$ cat src/rtl/systolic_skew_feeder.sv
// Skewed operand feeder for the systolic MAC array edge: lane i lags by i steps and is
// padded with +0; each step is one complete stMAC/done handshake with the driven MACs.
module systolic_skew_feeder #(
  parameter  int LANES = 3,
  parameter  int DEPTH = 3,
  localparam int LW    = (LANES > 1) ? $clog2(LANES) : 1,
  localparam int IW    = (DEPTH > 1) ? $clog2(DEPTH) : 1,
  localparam int SW    = $clog2(DEPTH + LANES)
) (
  input  logic               clk,
  input  logic               rst,
  input  logic               wr_en,
  input  logic [LW-1:0]      wr_lane,
  input  logic [IW-1:0]      wr_idx,
  input  logic [7:0]         wr_data,
  input  logic               start,
  input  logic               mac_done,
  output logic [8*LANES-1:0] lane_data,
  output logic               mac_start,
  output logic [SW-1:0]      step,
  output logic               busy,
  output logic               done,
  output logic [2:0]         dbg_state
);

  localparam int NSTEP = DEPTH + LANES - 1;

  typedef enum logic [2:0] {
    S_IDLE    = 3'd0,
    S_ISSUE   = 3'd1,
    S_WAIT    = 3'd2,
    S_RELEASE = 3'd3,
    S_FINISH  = 3'd4
  } state_t;

  state_t             r_state;
  logic [7:0]         r_mem [LANES][DEPTH];
  logic [8*LANES-1:0] r_lane_data;
  logic               r_mac_start;
  logic [SW-1:0]      r_step;
  logic               r_busy;
  logic               r_done;

  logic [SW-1:0]      w_load_step;
  logic [8*LANES-1:0] w_lane_next;
  logic               w_wr_ok;

  assign w_wr_ok     = (int'(wr_lane) < LANES) && (int'(wr_idx) < DEPTH);
  assign w_load_step = (r_state == S_IDLE) ? '0 : r_step + SW'(1);

  // Lane i shows element (step - i); any lane outside its window shows +0.
  always_comb begin
    w_lane_next = '0;
    for (int i = 0; i < LANES; i++) begin
      for (int k = 0; k < DEPTH; k++) begin
        if (int'(w_load_step) == i + k) w_lane_next[8*i +: 8] = r_mem[i][k];
      end
    end
  end

  // Handshake: mac_start is held high until the MACs first drop done (start seen) and
  // then raise it (result ready); a done that is already high on entry is never trusted.
  always_ff @(posedge clk or posedge rst) begin
    if (rst) begin
      r_state     <= S_IDLE;
      r_lane_data <= '0;
      r_mac_start <= 1'b0;
      r_step      <= '0;
      r_busy      <= 1'b0;
      r_done      <= 1'b0;
      for (int i = 0; i < LANES; i++) begin
        for (int k = 0; k < DEPTH; k++) r_mem[i][k] <= 8'h00;
      end
    end else begin
      if (r_state == S_IDLE && wr_en && w_wr_ok) r_mem[wr_lane][wr_idx] <= wr_data;
      case (r_state)
        S_IDLE: begin
          if (start) begin
            r_lane_data <= w_lane_next;
            r_step      <= '0;
            r_mac_start <= 1'b1;
            r_busy      <= 1'b1;
            r_state     <= S_ISSUE;
          end
        end
        S_ISSUE: begin
          if (!mac_done) r_state <= S_WAIT;
        end
        S_WAIT: begin
          if (mac_done) begin
            r_mac_start <= 1'b0;
            r_state     <= S_RELEASE;
          end
        end
        S_RELEASE: begin
          if (r_step == SW'(NSTEP - 1)) begin
            r_done  <= 1'b1;
            r_state <= S_FINISH;
          end else begin
            r_step      <= w_load_step;
            r_lane_data <= w_lane_next;
            r_mac_start <= 1'b1;
            r_state     <= S_ISSUE;
          end
        end
        S_FINISH: begin
          r_done  <= 1'b0;
          r_busy  <= 1'b0;
          r_state <= S_IDLE;
        end
        default: r_state <= S_IDLE;
      endcase
    end
  end

  assign lane_data = r_lane_data;
  assign mac_start = r_mac_start;
  assign step      = r_step;
  assign busy      = r_busy;
  assign done      = r_done;
  assign dbg_state = r_state;

endmodule

$ cat config.mk
export PLATFORM = sky130hd
export DESIGN_NAME = systolic_skew_feeder
export DESIGN_NICKNAME = d
export VERILOG_FILES = /design/src/rtl/systolic_skew_feeder.sv
export SDC_FILE = /design/constraint.sdc
export NUM_CORES = 1
export LEC_CHECK = 0
export CORE_ASPECT_RATIO = 0.5
export CORE_MARGIN = 4
export CORE_UTILIZATION = 30
export DETAILED_ROUTE_END_ITERATION = 8
export PLACE_DENSITY_LB_ADDON = 0.25
export SLEW_MARGIN = 20
export SYNTH_ARGS = -nofsm -noshare
export SYNTH_HDL_FRONTEND = slang
export SYNTH_SLANG_ARGS = --single-unit
$ cat constraint.sdc
create_clock -name clk -period 5.8 [get_ports clk]
set_clock_uncertainty 0.05 [all_clocks]
set_input_delay 1.16 -clock clk [delete_from_list [all_inputs] [get_ports clk]]
set_output_delay 1.16 -clock clk [all_outputs]
set_load 0.005 [all_outputs]
* Word-level counts from Yosys, hierarchy flattened
Index checks and enable logic that the tools add are counted.
** Word-level totals
- Register bits :: 105
- Output and inout port bits :: 33
- Word-level logic and storage cells :: 87
** Cells by class
- Add/subtract/negate cells :: 1
- Magnitude comparators :: 6
- Equality and inequality tests :: 14
- Mux-type cells :: 33
- Bitwise gates (word level) :: 2
- Reductions and logical operators :: 16
** Operators by type and width (count)
- $mux 8 :: 10
- $bwmux 72 :: 1
- $mux 24 :: 3
- $demux 24 s2 :: 1
- $pmux 24 s2 :: 1
- $mux 3 :: 7
- $demux 8 s2 :: 1
- $eq 3x3->1 const B :: 5
- $pmux 3 s4 :: 1
- $ne 2x2->1 const B :: 5
- $eq 3x2->1 const B :: 3
- $ge 3x3->1 const B :: 2
- $logic_not 3->1 :: 2
- $lt 3x1->1 const B :: 2
- $not 2->3 :: 2
- $pmux 3 s2 :: 1
- $reduce_and 3->1 :: 2
- $reduce_bool 2->1 :: 3
- $logic_and 1x1->1 :: 5
- $lt 2x2->1 const B :: 2
- $mux 1 :: 4
- $pmux 1 s2 :: 2
- $reduce_and 2->1 :: 2
- $reduce_and 4->1 :: 1
- 4 further kinds :: 4

* Depth between registers and ports, before layout
- Depth in word-level cells :: 8
- Gate-level depth with buffers :: 10
- Mapped depth without buffers :: 6

* Worst setup path before layout
No wires, ideal clock.
- Path kind :: input to register
- Start :: in start
- End :: reg r_lane_data[8], in the netlist lane_data[8]
- Setup time :: 104 ps
- Arrival time :: 2373 ps
- Setup slack :: 3273 ps
- Stages on the path :: 6
- Cell sequence :: nor3b_1 a31oi_1 or2_0 clkbuf_1 buf_6 o41ai_2
** On the way
- Word-level cells in the longest chain between the ends :: 2
** Ends and longest elaborated chain
- start, declared :: line 16 : input logic start,
- $ne 2x2->1 (no source line)
- $reduce_and 3->1 (no source line)
- end signal, assigned :: line 79 : r_lane_data <= w_lane_next;
- end signal, assigned :: line 101 : r_lane_data <= w_lane_next;
- end, declared :: line 38 : logic [8*LANES-1:0] r_lane_data;
Every way passes these cells.
A chain may end at the register's enable or synchronous reset.

* Final worst setup path
- Start :: reg r_step[0], in the netlist step[0]
- End :: reg r_lane_data[17], in the netlist lane_data[17]
** On the way
- Word-level cells in the longest chain between the ends :: 8
- Elaborated cells between the ends (all ways) :: 14
** Ends and longest elaborated chain
- start, declared :: line 40 : logic [SW-1:0] r_step;
- start signal, assigned :: line 100 : r_step <= w_load_step;
- $add 3x1->3 :: line 49 : assign w_load_step = (r_state == S_IDLE) ? '0 : r_step + SW'(1);
- $mux 3 :: line 49
- $eq 3x3->1 :: line 56 : if (int'(w_load_step) == i + k) w_lane_next[8*i +: 8] = r_mem[i][k];
- $mux 8 (3 in a row) :: line 56
- $mux 24, on equally long branches :: line 96, 78
- $pmux 24 s2 :: line 76 : case (r_state)
Parallel ways exist; a longest one is shown, timed or not. The select of a mux whose other input is x is not followed.

==> key figures <==
Outcome
  – Result of the run: finished clean

Clock tree
  – TritonCTS clock tree: built
  – Root Driver: sky130_fd_sc_hd__clkbuf_16
  – Sink count of the clock tree: roughly 110
  – Setup repair bufs after CTS: 0
  – Clock latency on the worst-skew pair: ~0.34 ns
  – Htree depth: 3
  – Quantity of gates resized following cts: 0
  – CTS Hold Bufs: 0
  – Cts bufs inserted: 9
  – Clk buf depth: 2
  – Reg clk slew, reported paths: ~0.07 ns

Synth
  – Nets in the synthesized netlist: 390
  – Share of synthesized area occupied by flip-flops and latches: 0.556
  – Post-Synthesis Mean Instance Area: about 13 um2
  – Synth unique cells: 42
  – Count of mapped cells out of synthesis: between 300 and 400
  – Yosys warnings: 0
  – Async SR Flop Fraction: 1.00
  – Post-synthesis cell area: around 0.0047 mm2
  – Post-synth top area share: 0.556
  – Dominant synthesized flop cell: sky130_fd_sc_hd__dfrtp_1
  – Largest area contributor in the synthesized netlist: sky130_fd_sc_hd__dfrtp_1
  – Library cell with the highest instance count after synthesis: sky130_fd_sc_hd__dfrtp_1
  – Biggest area contributors in the synthesized netlist: sky130_fd_sc_hd__dfrtp_1 56%, sky130_fd_sc_hd__mux2_2 20%, sky130_fd_sc_hd__o21ai_0 3.2%
  – Number of flops mapped to enable cells by yosys: 0
  – Number of synthesized register bits: ~110
  – Most instantiated cells after synthesis: 105 x sky130_fd_sc_hd__dfrtp_1, 84 x sky130_fd_sc_hd__mux2_2, 30 x sky130_fd_sc_hd__o21ai_0

Worst setup path
  – Maximum fanout encountered on the critical timing path: 18
  – Required time of the worst setup path: 5.99 ns
  – Worst path arrival time: about 3.3 ns
  – Nature of the critical path endpoint: flop
  – Worst flop-to-flop path endpoint: lane_data[17]$_DFFE_PP0P_
  – WS Path Type: reg2reg
  – Crit path launch: step[0]$_DFFE_PP0P_
  – CP endpoint: lane_data[17]$_DFFE_PP0P_
  – Reg2reg setup slack: between 2 and 3 ns
  – CP startpoint kind: flop
  – Cell count of the worst reg-to-reg path: 6
  – Reg-to-reg critical path startpoint: step[0]$_DFFE_PP0P_

Power
  – Power Internal: between 1.5 and 2 mW
  – Leakage power: 2.43 nW
  – VDD IR-drop max: about 0.00017 V
  – Combinational Power Share: 0.339
  – Fraction of power consumed by sequential logic: 0.449
  – Switching Fraction: 0.327
  – Portion of total power attributed to the clock network: 0.212
  – Net switching power figure: ~0.9 mW
  – Overall power consumption: approximately 2.7 mW
  – PD cells: 478 mW/mm2

Placed design
  – GPL Wtd Cong: 0.691
  – Port Buf Inserts: 49
  – Final HPWL from detailed placement: roughly 7500 um

Job
  – Max Cap Viol: 0

Floorplanning
  – Vertical die dimension: between 90 and 100 um
  – Initial standard-cell utilization of the core: 0.306
  – Horiz. Die Dim: ~190 um
  – Number of rows in the core area: 32
  – # IOs: 50
  – Core Area: roughly 0.015 mm2
  – Die ar.: about 0.018 mm2

Routing
  – Wire length reported by the detailed router: approximately 11,000 um
  – Detailed-route DRC error count: 0
  – Vias after detailed routing: roughly 3,100
  – Pre-antenna DRT Iters: 4
  – Average wire per cell in the routed design: 18.0 um
  – Remaining antenna violation count after routing: 0
  – Via density: around 5
  – First-iteration detailed-routing DRC count: around 160

Global route
  – Largest net degree at the start of global routing: 77
  – Total global routing overflow: 0
  – Number of global-route vias before repair: 3,077
  – All-Layer GR Usage: 0.126
  – Wire length of the first global-routing pass: 17,600 um
  – Number of antenna violations at the first check in global routing: 0

Final layout
  – Number of nets in the finished design: 432
  – Diodes inserted: 0
  – Layout-stage area growth over the synthesis result: 20.0%
  – Share of layout cells above drive strength 1: 0.275

Timing
  – Setup TNS: 0 ns
  – Fmax: ~320 MHz
  – Max Transition Viols Final: 0
  – Crit path time final: 3.13 ns
  – RSZ-0062 raised after global routing: false
  – Hold Vio Cnt, Final: 0
  – Transition time at the pin with the least slew margin: roughly 1.1 ns
  – Final worst path period share: 0.540
  – Relative max-transition margin: 0.291
  – Total of endpoints with negative setup slack in the final report: 0

Hold path
  – Hold WC Path Type: reg2reg
==> layout make-up <==
class | count | area, um2
fillers | 1524 | 9740
flip-flops and latches | 105 | 2630
multi-input cells | 240 | 1970
repair buffers | 52 | 513
well taps | 204 | 255
clock buffers | 10 | 229
clock inverters | 6 | 52.6
inverters | 5 | 21.3
==> power groups by stage <==
stage	sequential (mW)	clock (mW)	combinational [mW]
finish	1.22	0.576	0.919
global route	1.26	0.620	1.02
floorplan	1.17	0	0.650
CTS	1.22	0.596	0.935
detailed placement	1.23	0	0.930
global placement	1.22	0	0.920
==> metal layers <==
metal	wire, um	vias to the layer above	GRT usage
met5	0	-	0
met4	110	0	0.0304
met3	458	9	0.0289
met2	4770	44	0.181
met1	5850	1583	0.192
li1	-	1458	-
==> placed cells by master (no fill, tap or decap), types with 5 or more instances in the layout <==
cell and count:
sky130_fd_sc_hd__clkbuf_16 9, sky130_fd_sc_hd__o21ai_0 30, sky130_fd_sc_hd__dfrtp_1 105, sky130_fd_sc_hd__nand2_1 13, sky130_fd_sc_hd__nor2_1 16, sky130_fd_sc_hd__and3_1 10
sky130_fd_sc_hd__nand3_1 5, sky130_fd_sc_hd__mux2_2 84, sky130_fd_sc_hd__a22oi_1 11, sky130_fd_sc_hd__o31ai_1 10, sky130_fd_sc_hd__a211oi_1 7, sky130_fd_sc_hd__o2bb2ai_1 11
sky130_fd_sc_hd__clkdlybuf4s50_1 49
==> worst min-delay path by stage <==
stage	start	end	cells past startpoint
final	r_mem[0]$_DFFE_PP0P_	r_mem[0]$_DFFE_PP0P_	1
after global routing	r_mem[20]$_DFFE_PP0P_	r_mem[20]$_DFFE_PP0P_	1
after CTS	r_mem[44]$_DFFE_PP0P_	r_mem[44]$_DFFE_PP0P_	1
after detailed placement	r_mem[44]$_DFFE_PP0P_	r_mem[44]$_DFFE_PP0P_	1
after global placement	r_mem[45]$_DFFE_PP0P_	r_mem[45]$_DFFE_PP0P_	1
after floorplan	r_mem[16]$_DFFE_PP0P_	r_mem[16]$_DFFE_PP0P_	1
==> cell families after synthesis <==
group	synth area share
compound gates	0.119
simple gates	0.0887
xor+xnor	0.00371
mux	0.200
flops	0.556
fa+ha+maj	0.00530
buf+inv	0.0265
==> per-stage QoR <==
stage / setup slack, ns / util / hold WS (ns) / instance area (um2) / instances
after floorplan: 1.83 / - / 0.422 / 4720 / 371
after global placement: 2.45 / 0.350 / 0.432 / 5390 / 606
after detailed placement: 2.37 / 0.350 / 0.438 / 5390 / 606
after CTS: 2.67 / 0.368 / 0.454 / 5670 / 622
after global routing: 2.41 / 0.368 / 0.463 / 5670 / 622
final: 2.67 / 0.368 / 0.450 / 5670 / 622
==> worst max-delay path, stage by stage (launching register included) <==
cell	delay, ns
sky130_fd_sc_hd__dfrtp_1	0.71
sky130_fd_sc_hd__inv_1	0.09
sky130_fd_sc_hd__ha_1	0.63
sky130_fd_sc_hd__and2_0	0.90
sky130_fd_sc_hd__and3_1	0.29
sky130_fd_sc_hd__a211oi_1	0.06
sky130_fd_sc_hd__o31ai_1	0.28
==> sequential cells by signal, indices dropped and copies added, names as in the netlist <==
signal / cells
r_mem: 72
lane_data: 24
dbg_state: 3
step: 3
busy: 1
done: 1
mac_start: 1
(Power assumes the default switching activity.)
==> RTL change 1, RTL diff (same flow settings) <==
Add an input register stage for `wr_en`, `wr_lane`, `wr_idx`, `wr_data`, `start` and `mac_done`; this delays them by one clock.
--- a/src/rtl/systolic_skew_feeder.sv
+++ b/src/rtl/systolic_skew_feeder.sv
@@ -35,2 +35,18 @@
 
+  logic wr_en_q;
+  logic [LW-1:0] wr_lane_q;
+  logic [IW-1:0] wr_idx_q;
+  logic [7:0] wr_data_q;
+  logic start_q;
+  logic mac_done_q;
+
+  always_ff @(posedge clk) begin
+    wr_en_q    <= wr_en;
+    wr_lane_q  <= wr_lane;
+    wr_idx_q   <= wr_idx;
+    wr_data_q  <= wr_data;
+    start_q    <= start;
+    mac_done_q <= mac_done;
+  end
+
   state_t             r_state;
@@ -47,3 +63,3 @@
 
-  assign w_wr_ok     = (int'(wr_lane) < LANES) && (int'(wr_idx) < DEPTH);
+  assign w_wr_ok     = (int'(wr_lane_q) < LANES) && (int'(wr_idx_q) < DEPTH);
   assign w_load_step = (r_state == S_IDLE) ? '0 : r_step + SW'(1);
@@ -74,6 +90,6 @@
     end else begin
-      if (r_state == S_IDLE && wr_en && w_wr_ok) r_mem[wr_lane][wr_idx] <= wr_data;
+      if (r_state == S_IDLE && wr_en_q && w_wr_ok) r_mem[wr_lane_q][wr_idx_q] <= wr_data_q;
       case (r_state)
         S_IDLE: begin
-          if (start) begin
+          if (start_q) begin
             r_lane_data <= w_lane_next;
@@ -86,6 +102,6 @@
         S_ISSUE: begin
-          if (!mac_done) r_state <= S_WAIT;
+          if (!mac_done_q) r_state <= S_WAIT;
         end
         S_WAIT: begin
-          if (mac_done) begin
+          if (mac_done_q) begin
             r_mac_start <= 1'b0;
Formal check against the unedited RTL: not equivalent (a bounded check fails within 4 cycles, from zero or initial values and one cycle with rst high).
==> RTL change 1 against the unedited design <==
- cell count up 6.4%
- setup slack better by 0.15 ns
- highest routed layer unchanged
- critical path type is now flop to output pin
- power is 27% higher
- wire length rose by 5.1%
- utilization is 1.8 points higher
- via count increased by 1.2%
- die area rose by 5.8%
- design area grew 12%
- area after synthesis is 6.1% higher
- combinational power up 12%
- sequential cell count increased by 15
==> RTL change 1: results (changes against the unedited design) <==
| Metric | Value |
|---|---|
| Placed Area | `5720 um^2 (+6.2%)` |
| Total placed cells including tap cells | `630 (+4.0%)` |
| DRT iter0 DRCs | `218 (+39%)` |
| Crit path to | `dbg_state[2]` |
| Number of global-route vias before repair | `3308 (+7.5%)` |
| Layout cells sized above 1 | `29.7% (+2.1 points)` |
| Dpl ws | `2.93 ns (+0.563 ns)` |
| Unique cell type count in the Yosys netlist | `43 (+2.4%)` |
| CP max stage cell | `dfrtp_1` |
| CTS H-tree depth | `4 (+1)` |
| Worst-Margin Slew | `0.969 ns (-0.0944 ns)` |
| Final std cells w/o fill | `662 (+6.4%)` |
| Post-Synthesis Net Count | `389 (-0.26%)` |
| Hold Path End | `r_mem[17]` |
| Worst r2r dst | `r_mem[30]` |
| Placed wire-length estimate | `7510 um (about the same)` |
| Final net count | `441 (+2.1%)` |
| Depth of the most critical reg-to-reg path | `4 (-2)` |
| Status | `finished, final reports clean` |
| Hold_sp | `r_mem[17]` |
| Commonest cells in the netlist | `dfrtp_1 (105), mux2_2 (79), o21ai_0 (23), dfxtp_1 (15)` |
| Met3 wire length | `383 um (-16%)` |
| GRT Overall Usage | `13.1% (+0.46 points)` |
| Ys async rst share | `87.5% (-13 points)` |
| GR Layer Usage met3 | `3.30% (+0.40 points)` |
| Routed wire length | `11800 um (+5.1%)` |
| Seq/Total Area, Yosys | `58.4% (+2.8 points)` |
| Worst hold slack | `0.445 ns (-0.00442 ns)` |
| WL met2 | `5340 um (+12%)` |
| Gpl congestion | `0.697 (+0.87%)` |
| CP peak stage delay | `0.73 ns (-0.17 ns)` |
| Delay-heaviest family, CP | `flip-flops` |
| Worst Setup SP | `dbg_state[2]` |
| Clock-pin slew on the worst setup and hold paths | `0.05 ns (-0.02 ns)` |
| Max IR drop VDD | `0.238 mV (+39%)` |
| GR Layer Usage met2 | `20.1% (+2.0 points)` |
| Leak Pwr | `2.79 nW (+15%)` |
| Worst-skew pair later-pin latency | `0.41 ns (+0.07 ns)` |
| WP data arrival | `1.77 ns (-1.55 ns)` |
| Reg2reg start | `dbg_state[2]` |
RTL change 1: final cells by class:
| type | count | area [um^2] |
|---|---|---|
| multi-input cells | 226 | 1970 |
| fillers | 1574 | 10100 |
| flip-flops and latches | 120 | 2930 |
| well taps | 227 | 284 |
| inverters | 3 | 13.8 |
| clock inverters | 8 | 119 |
| clock buffers | 24 | 482 |
| repair buffers | 54 | 528 |
RTL change 1: report_power, final:
part	internal (mW)	total [mW]	leakage, nW	switching, mW
Clock	0.708	1.07	0.298	0.364
Combinational	0.540	1.03	0.997	0.492
Sequential	1.14	1.33	1.50	0.194
Total	2.39	3.44	2.79	1.05
RTL change 1: logic make-up (layout without fill, tap and decap cells):
group	count (synthesis)	count (layout)	synth area share (%)
adders and majority gates	2	2	0.499
and+or+nand+nor	55	55	7.19
buffers and inverters	24	89	2.32
DFF	120	120	58.4
xor gates and xnor gates	2	2	0.349
muxes	89	89	20.5
AOI/OAI and AO/OA	78	78	10.7
==> RTL change 2, RTL diff (config.mk and constraints unchanged) <==
Without the edit above. Set the parameter `LANES` to 2 (it was 3).
--- a/src/rtl/systolic_skew_feeder.sv
+++ b/src/rtl/systolic_skew_feeder.sv
@@ -3,3 +3,3 @@
 module systolic_skew_feeder #(
-  parameter  int LANES = 3,
+  parameter  int LANES = 2,
   parameter  int DEPTH = 3,
Ports: changed (resized lane_data and wr_lane); port bits go from 50 to 41. The function was not compared with the original's and may differ.
==> RTL change 2 against the unedited design <==
- clock power is 2% higher
- setup slack better by 0.20 ns
- count of clock-buffer cells in the layout is 1 higher
- highest routed layer unchanged
- power is 17% lower
- design area is 28% lower
- sequential cell count is 32 lower
- via count is 27% lower
- wire length is 31% lower
- area after synthesis is 31% lower
- critical path depth is 5 lower
==> RTL change 2: results (changes against the unedited design) <==
| Metric | Value |
|---|---|
| Status | `finished, final reports clean` |
| Post-Synthesis Net Count | `285 (-27%)` |
| Compound-cell area share of the yosys netlist | `10.6% (-1.4 points)` |
| Commonest cells in the netlist | `dfrtp_1 (73), mux2_1 (28), mux2_2 (20), a21oi_1 (19), nor2_1 (16)` |
| Reg-to-reg slack, setup | `3.01 ns (+0.34 ns)` |
| Placed wire-length estimate | `5420 um (-28%)` |
| Unique cell type count in the Yosys netlist | `41 (-2.4%)` |
| Max FFs per register | `48 (-33%)` |
| Routed wire length | `7730 um (-31%)` |
| Max IR drop VDD | `0.147 mV (-14%)` |
| Hold Path End | `r_mem[40]` |
| Adder-Cell Fraction of Synth Area | `0.772% (+0.24 points)` |
| Worst r2r dst | `lane_data[3]` |
| Seq/Total Area, Yosys | `56.3% (+0.71 points)` |
| Worst-path maximum fanout | `15 (-3)` |
| Largest cells by area after synthesis | `dfrtp_1 (56%), mux2_1 (9.7%), mux2_2 (6.9%)` |
| Clock-pin slew on the worst setup and hold paths | `0.05 ns (-0.02 ns)` |
| Mux cell area share after synthesis | `19.8% (-0.27 points)` |
| DR vias/cell | `5.01 (+0.70%)` |
| GRT Overall Usage | `13.5% (+0.88 points)` |
| Placed Area | `3770 um^2 (-30%)` |
| Worst-Margin Slew | `0.873 ns (-0.191 ns)` |
| Global-route wire length before repair | `13000 um (-27%)` |
| CP max stage cell | `dfrtp_1` |
| Count of input and output buffers | `40 (-18%)` |
| Final net count | `326 (-25%)` |
| Gpl congestion | `0.719 (+3.9%)` |
| Leak Pwr | `1.72 nW (-29%)` |
| Initial antenna violation count | `0 (unchanged)` |
| CP peak stage delay | `0.74 ns (-0.16 ns)` |
| DRT iter0 DRCs | `129 (-18%)` |
| Hold_sp | `r_mem[40]` |
| Delay-heaviest family, CP | `flip-flops` |
RTL change 2: power by group:
part           internal, mW  switching [mW]  total, mW
combinational         0.378           0.401      0.779
sequential            0.732           0.158      0.890
clock                 0.394           0.194      0.588
total                  1.50           0.753       2.26
RTL change 2: per-stage QoR:
| step | cells | total power [mW] | hold WS (ns) | util [%] |
|---|---|---|---|---|
| floorplan | 267 | 1.37 | 0.406 | - |
| global placement | 437 | 1.65 | 0.415 | 36.4 |
| detailed placement | 437 | 1.68 | 0.427 | 36.4 |
| CTS | 451 | 2.28 | 0.437 | 39.4 |
| global route | 451 | 2.42 | 0.454 | 39.4 |
| finish | 451 | 2.26 | 0.432 | 39.4 |
RTL change 2: how the worst max path moves through the flow:
stage,endpoint,slack (ns),startpoint,depth (start not counted)
3_5_place_dp,r_mem[30],2.71,wr_en,5
3_3_place_gp,r_mem[24],2.78,wr_en,5
5_1_grt,dbg_state[1],2.80,dbg_state[1],1
4_1_cts,step[0],2.86,step[0],1
6_report,step[0],2.87,step[0],1
2_1_floorplan,busy,2.74,rst,1
RTL change 2: cell families (layout without fill, tap and decap cells):
group	after synthesis	after routing
flip-flops	73	73
AND/OR/NAND/NOR	61	61
multiplexers	58	58
AO/OA/AOI/OAI	56	56
buffers and inverters	17	61
adder cells (fa/ha/maj)	2	2
RTL change 2: layout make-up:
type / count / area (um^2)
repair buffers: 42 / 415
multi-input cells: 177 / 1340
clock inverters: 3 / 65.1
inverters: 5 / 18.8
flip-flops and latches: 73 / 1830
clock buffers: 11 / 253
well taps: 140 / 175
fillers: 981 / 6290
RTL change 2: metal layers:
layer	wire, um	global-route usage (%)
met4	41	3.88
met5	0	0
met3	314	4.63
met1	3780	18.2
met2	3590	20.7
